`config.mk`:
```
export PLATFORM = sky130hd
export DESIGN_NAME = prewish_mask_blinker
export DESIGN_NICKNAME = d
export VERILOG_FILES = /design/src/rtl/prewish_pkg.sv /design/src/rtl/prewish_prescaler.sv /design/src/rtl/prewish_mask_blinker.sv
export SDC_FILE = /design/constraint.sdc
export NUM_CORES = 1
export LEC_CHECK = 0
export CORE_UTILIZATION = 35
export DETAILED_ROUTE_END_ITERATION = 12
export HOLD_SLACK_MARGIN = 0.15
export PLACE_DENSITY = 0.56
export SYNTH_ARGS = -nofsm -noshare
export SYNTH_HDL_FRONTEND = slang
export SYNTH_SLANG_ARGS = --single-unit
```
`constraint.sdc`:
```
create_clock -name CLK_I -period 2.36 [get_ports CLK_I]
set_input_delay 0.236 -clock CLK_I [delete_from_list [all_inputs] [get_ports CLK_I]]
set_output_delay 0.236 -clock CLK_I [all_outputs]
set_load 0.05 [all_outputs]
```
`src/rtl/prewish_pkg.sv`:
```
// Constants shared by the mentor state machine and the mask blinker.
`timescale 1ns/1ps
package prewish_pkg;
  localparam int MASK_W = 8;
  localparam int IDX_W  = 3;

  typedef logic [0:0] state_t;
  localparam state_t ST_IDLE = 1'b0;
  localparam state_t ST_RUN  = 1'b1;
endpackage

```
`src/rtl/prewish_prescaler.sv`:
```
// Free-running bit-period prescaler; TICK_O marks the last clock of each period.
`timescale 1ns/1ps
module prewish_prescaler #(
  parameter int PRESCALE_BITS = 22
) (
  input  logic CLK_I,
  input  logic RST_I,
  input  logic clear,
  input  logic enable,
  output logic TICK_O
);
  logic [PRESCALE_BITS-1:0] r_count;

  always_ff @(posedge CLK_I or negedge RST_I) begin
    if (!RST_I) begin
      r_count <= '0;
    end else if (clear) begin
      r_count <= '0;
    end else if (enable) begin
      r_count <= r_count + 1'b1;
    end
  end

  assign TICK_O = &r_count;
endmodule

```
`src/rtl/prewish_mask_blinker.sv`:
```
// Latches an 8-bit blink mask and replays it MSB-first on one LED, forever.
`timescale 1ns/1ps
module prewish_mask_blinker
  import prewish_pkg::*;
#(
  parameter int PRESCALE_BITS = 22
) (
  input  logic              CLK_I,
  input  logic              RST_I,
  input  logic              STB_I,
  input  logic [MASK_W-1:0] DAT_I,
  output logic              ACK_O,
  output logic              LED_O,
  output logic              SYNC_O,
  output logic              BUSY_O
);
  state_t            r_state;
  logic [MASK_W-1:0] r_mask;
  logic [IDX_W-1:0]  r_idx;
  logic              r_led;
  logic              r_ack;
  logic              r_sync;

  logic              w_run;
  logic              w_tick;
  logic              w_clear;
  logic [IDX_W-1:0]  w_idx_nxt;

  assign w_run     = (r_state == ST_RUN);
  // A load restarts the bit period, so the prescaler is cleared alongside it.
  assign w_clear   = STB_I || !w_run;
  assign w_idx_nxt = r_idx - 1'b1;

  prewish_prescaler #(
    .PRESCALE_BITS(PRESCALE_BITS)
  ) u_prescaler (
    .CLK_I (CLK_I),
    .RST_I (RST_I),
    .clear (w_clear),
    .enable(w_run),
    .TICK_O(w_tick)
  );

  always_ff @(posedge CLK_I or negedge RST_I) begin
    if (!RST_I) begin
      r_state <= ST_IDLE;
      r_mask  <= '0;
      r_idx   <= '1;
      r_led   <= 1'b0;
      r_ack   <= 1'b0;
      r_sync  <= 1'b0;
    end else begin
      r_ack <= STB_I;
      if (STB_I) begin
        r_state <= ST_RUN;
        r_mask  <= DAT_I;
        r_idx   <= '1;
        r_led   <= DAT_I[MASK_W-1];
        r_sync  <= 1'b0;
      end else if (w_run && w_tick) begin
        r_idx  <= w_idx_nxt;
        r_led  <= r_mask[w_idx_nxt];
        r_sync <= (r_idx == '0);
      end else begin
        r_sync <= 1'b0;
      end
    end
  end

  assign ACK_O  = r_ack;
  assign LED_O  = r_led;
  assign SYNC_O = r_sync;
  assign BUSY_O = w_run;
endmodule
```
==> results.txt <==
----------------------------------------------------
[Status]
  Result of the run ... complete, no violations

[Critical path]
  Register-to-register setup slack ... slightly above 0.4 ns
  Start point of the critical path ... u_prescaler.r_count[0]
  Setup crit end ... u_prescaler.r_count[16]
  Critical Path RT ... 2.56 ns
  Kind of end point of the critical path ... flip-flop
  RR Endpoint ... u_prescaler.r_count[16]
  RR Startpoint ... u_prescaler.r_count[0]
  Critical Path AT ... 2.14 ns
  Biggest fanout along the worst timing path ... 11
  Register-to-Register Path Depth ... 5
  Worst setup path class ... reg -> reg
  Type of origin of the critical path ... flip-flop

[Synth]
  Area share of the leading cell type in the synthesized netlist ... 0.462
  Synthesized area divided by synthesized cell count ... 10.7 um2
  Flip-flop and latch count after synthesis ... 37
  Count of different cell masters after synthesis ... 38
  Predominant post-synthesis flop cell ... dfrtp_1
  Number of flops mapped to enable cells by yosys ... 0
  Number of instances in the synthesized netlist ... 172
  Sequential area share after synthesis ... 0.505
  Post-Syn Area ... 1840 um2
  Number of warning messages in the yosys log ... 0
  Post-synthesis net count ... 186
  Async set-reset flop share out of synthesis ... 1.00
  Biggest area consumer among synthesized cells ... dfrtp_1
  Top area cells in the synthesized netlist ... dfrtp_1 46%, mux2_2 4.9%, dfstp_2 4.3%

[Floorplan]
  Initial standard-cell utilization of the core ... 0.363
  DIE HEIGHT ... ~75 um
  Number of placement rows ... 26
  Horizontal extent of the die ... 74.5 um
  Core Region ... 5070 um2
  Total die area ... 5550 um2
  I/O pin count ... 15

[Timing]
  Worst Tran Pin Value ... around 0.84 ns
  Post-layout minimum cycle time ... 1.94 ns
  Minimum setup slack in the final design ... ~0.42 ns
  Relative max-transition margin ... 0.438
  Number of endpoints with negative hold slack in the final report ... 0
  Setup repair after global routing missed its margin ... no
  # setup viols final ... 0
  Setup TNS ... 0 ns
  Final period utilization ... 0.824
  Final-report max-slew violation count ... 0
  Highest Clock Rate ... 514 MHz
  Clock Skews ... 0.0100 ns

[Worst hold path]
  Worst hold path depth ... 1
  Class of the worst hold path ... reg -> reg

[Global routing]
  Global-route wire length before repair ... between 6000 and 7000 um
  Maximum number of pins on one net before global-route repair ... 38
  GR Util All Layers ... 0.150
  Remaining global-route overflow ... 0
  Via count of the first global-routing pass ... ~1,300
  Number of antenna violations at the first check in global routing ... 0

[Place]
  Final GP Congestion ... 0.830
  Placement-stage worst setup slack ... between 0.4 and 0.5 ns
  Buffers added on ports ... 14
  Placed wire-length estimate after detailed placement ... 2490 um

[Clocking]
  CTS Sinks ... 37
  Worst skew pair latency ... around 0.29 ns
  Root Buffer ... clkbuf_8
  Setup repair bufs after CTS ... 0
  TritonCTS clock tree ... yes
  Register clock-pin slew on the reported worst setup and hold paths ... 0.07 ns
  Buffer depth of the longest clock path ... 2
  Number of buffers inserted during clock tree synthesis ... 5
  H-tree Lvls ... 2

[Drt]
  Number of DRC markers after the initial detailed-route iteration ... 106
  1st-pass router iterations ... 4
  Remaining routing DRC violations ... 0
  Mean number of vias per cell ... 5.19
  Total wirelength of the detailed-routed design ... 3540 um
  Number of vias after detailed routing ... 1,329
  WL/cell ... 13.8 um
  Routed Antenna Nets ... 0

[Flow run]
  Maximum capacitance violations ... 0

[Final layout]
  End-of-flow core utilization ... 0.417
  Layout-stage area growth over the synthesis result ... 15.0%
  Proportion of layout cells with a drive suffix above 1 ... 0.156
  Net count, final ... just under 200
  Antenna fix cells ... 0

[Power]
  Worst vdd ir ... around 0.23 mV
  Total leakage power ... just under 0.9 nW
  Power Density ... 589 nW/um2
  Power consumption ... between 1 and 1.5 mW

----------------------------------------------------
## worst max-delay path, stage by stage (launching register included)
cell and delay (ns):
dfrtp_1 0.37, ha_1 0.24, and2_1 0.19, nand4_1 0.40, or3_1 0.49, a21oi_1 0.16
## cell usage after synthesis, types with 2 or more instances
library cell	number
nand3_1	9
dfrtp_1	34
o21ai_0	7
nor2_1	13
and2_1	4
nor3_1	3
or4_1	3
buf_6	2
and4_1	4
or3_1	5
xnor2_1	6
nor2b_1	2
buf_2	2
ha_1	3
inv_1	4
o31ai_1	4
nand2b_1	3
o311ai_0	2
and3_1	3
buf_4	3
mux2_2	8
o41ai_1	2
mux4_2	2
a21oi_1	9
nand4_1	4
dfstp_2	3
nand2_1	11
xor2_1	5
clkbuf_1	3
## through the flow
stage,instances,cell area (um2),hold slack [ns]
finish,256,2120,0.467
global route,256,2120,0.492
CTS,256,2120,0.466
detailed placement,247,2000,0.392
global placement,247,2000,0.382
floorplan,172,1840,-0.0596
## what timing repair did
item                      CTS  global route
hold buffers                1             0
hold endpoints to repair   34             0
resized for setup           0             0
## power by group
part | internal, mW | leakage, nW | switching (mW)
logic | 0.0441 | 0.338 | 0.0460
registers | 0.654 | 0.477 | 0.0123
clock network | 0.264 | 0.0542 | 0.225
## logic make-up (layout without fill, tap and decap cells)
group                    Yosys count  after routing  synth area share
flip-flops                        37             37             0.505
adder cells (fa/ha/maj)            3              3            0.0204
AO/OA/AOI/OAI                     25             25            0.0836
AND/OR/NAND/NOR                   71             71             0.215
XOR/XNOR                          11             11            0.0523
buffers and inverters             14             28            0.0442
multiplexers                      11             11            0.0789
## how the worst min path moves through the flow
stage | from | to | slack (ns)
finish | u_prescaler.r_count[0] | u_prescaler.r_count[0] | 0.47
CTS | u_prescaler.r_count[0] | u_prescaler.r_count[0] | 0.47
detailed placement | RST_I | u_prescaler.r_count[13] | 0.39
global route | u_prescaler.r_count[0] | u_prescaler.r_count[0] | 0.49
global placement | RST_I | u_prescaler.r_count[9] | 0.38
floorplan | RST_I | ACK_O | -0.06
## registers in the layout, summed over array words and instances, names as in the netlist
name                 flops
SYNC_O                   1
LED_O                    1
BUSY_O                   1
u_prescaler.r_count     22
ACK_O                    1
r_idx                    3
r_mask                   8
## cells in the final DEF (no fill, tap or decap), types with 3 or more instances in the layout
master / synthesis / layout
dfrtp_1: 34 / 34
nor2_1: 13 / 13
clkdlybuf4s50_1: 0 / 13
nand2_1: 11 / 11
nand3_1: 9 / 9
a21oi_1: 9 / 9
mux2_2: 8 / 8
o21ai_0: 7 / 7
clkbuf_8: 0 / 7
xnor2_1: 6 / 6
or3_1: 5 / 5
xor2_1: 5 / 5
inv_1: 4 / 4
and2_1: 4 / 4
and4_1: 4 / 4
nand4_1: 4 / 4
o31ai_1: 4 / 4
and3_1: 3 / 3
nor3_1: 3 / 3
nand2b_1: 3 / 3
or4_1: 3 / 3
ha_1: 3 / 3
dfstp_2: 3 / 3
## per-layer routing
metal,vias to the layer above,routed length [um],global-route usage
met1,661,1670,0.196
met3,4,141,0.0488
met2,26,1690,0.234
met5,-,0,0
li1,638,-,-
met4,0,38,0.0545
## area by class of cell
cell class	count	area [um2]
fill	529	2960
sequential	37	930
multi-input combinational	121	830
timing repair buffer	16	153
clock buffer	7	96.3
tap	70	87.6
inverter	4	15.0
clock inverter	1	5.00
(Power assumes the default switching activity.)
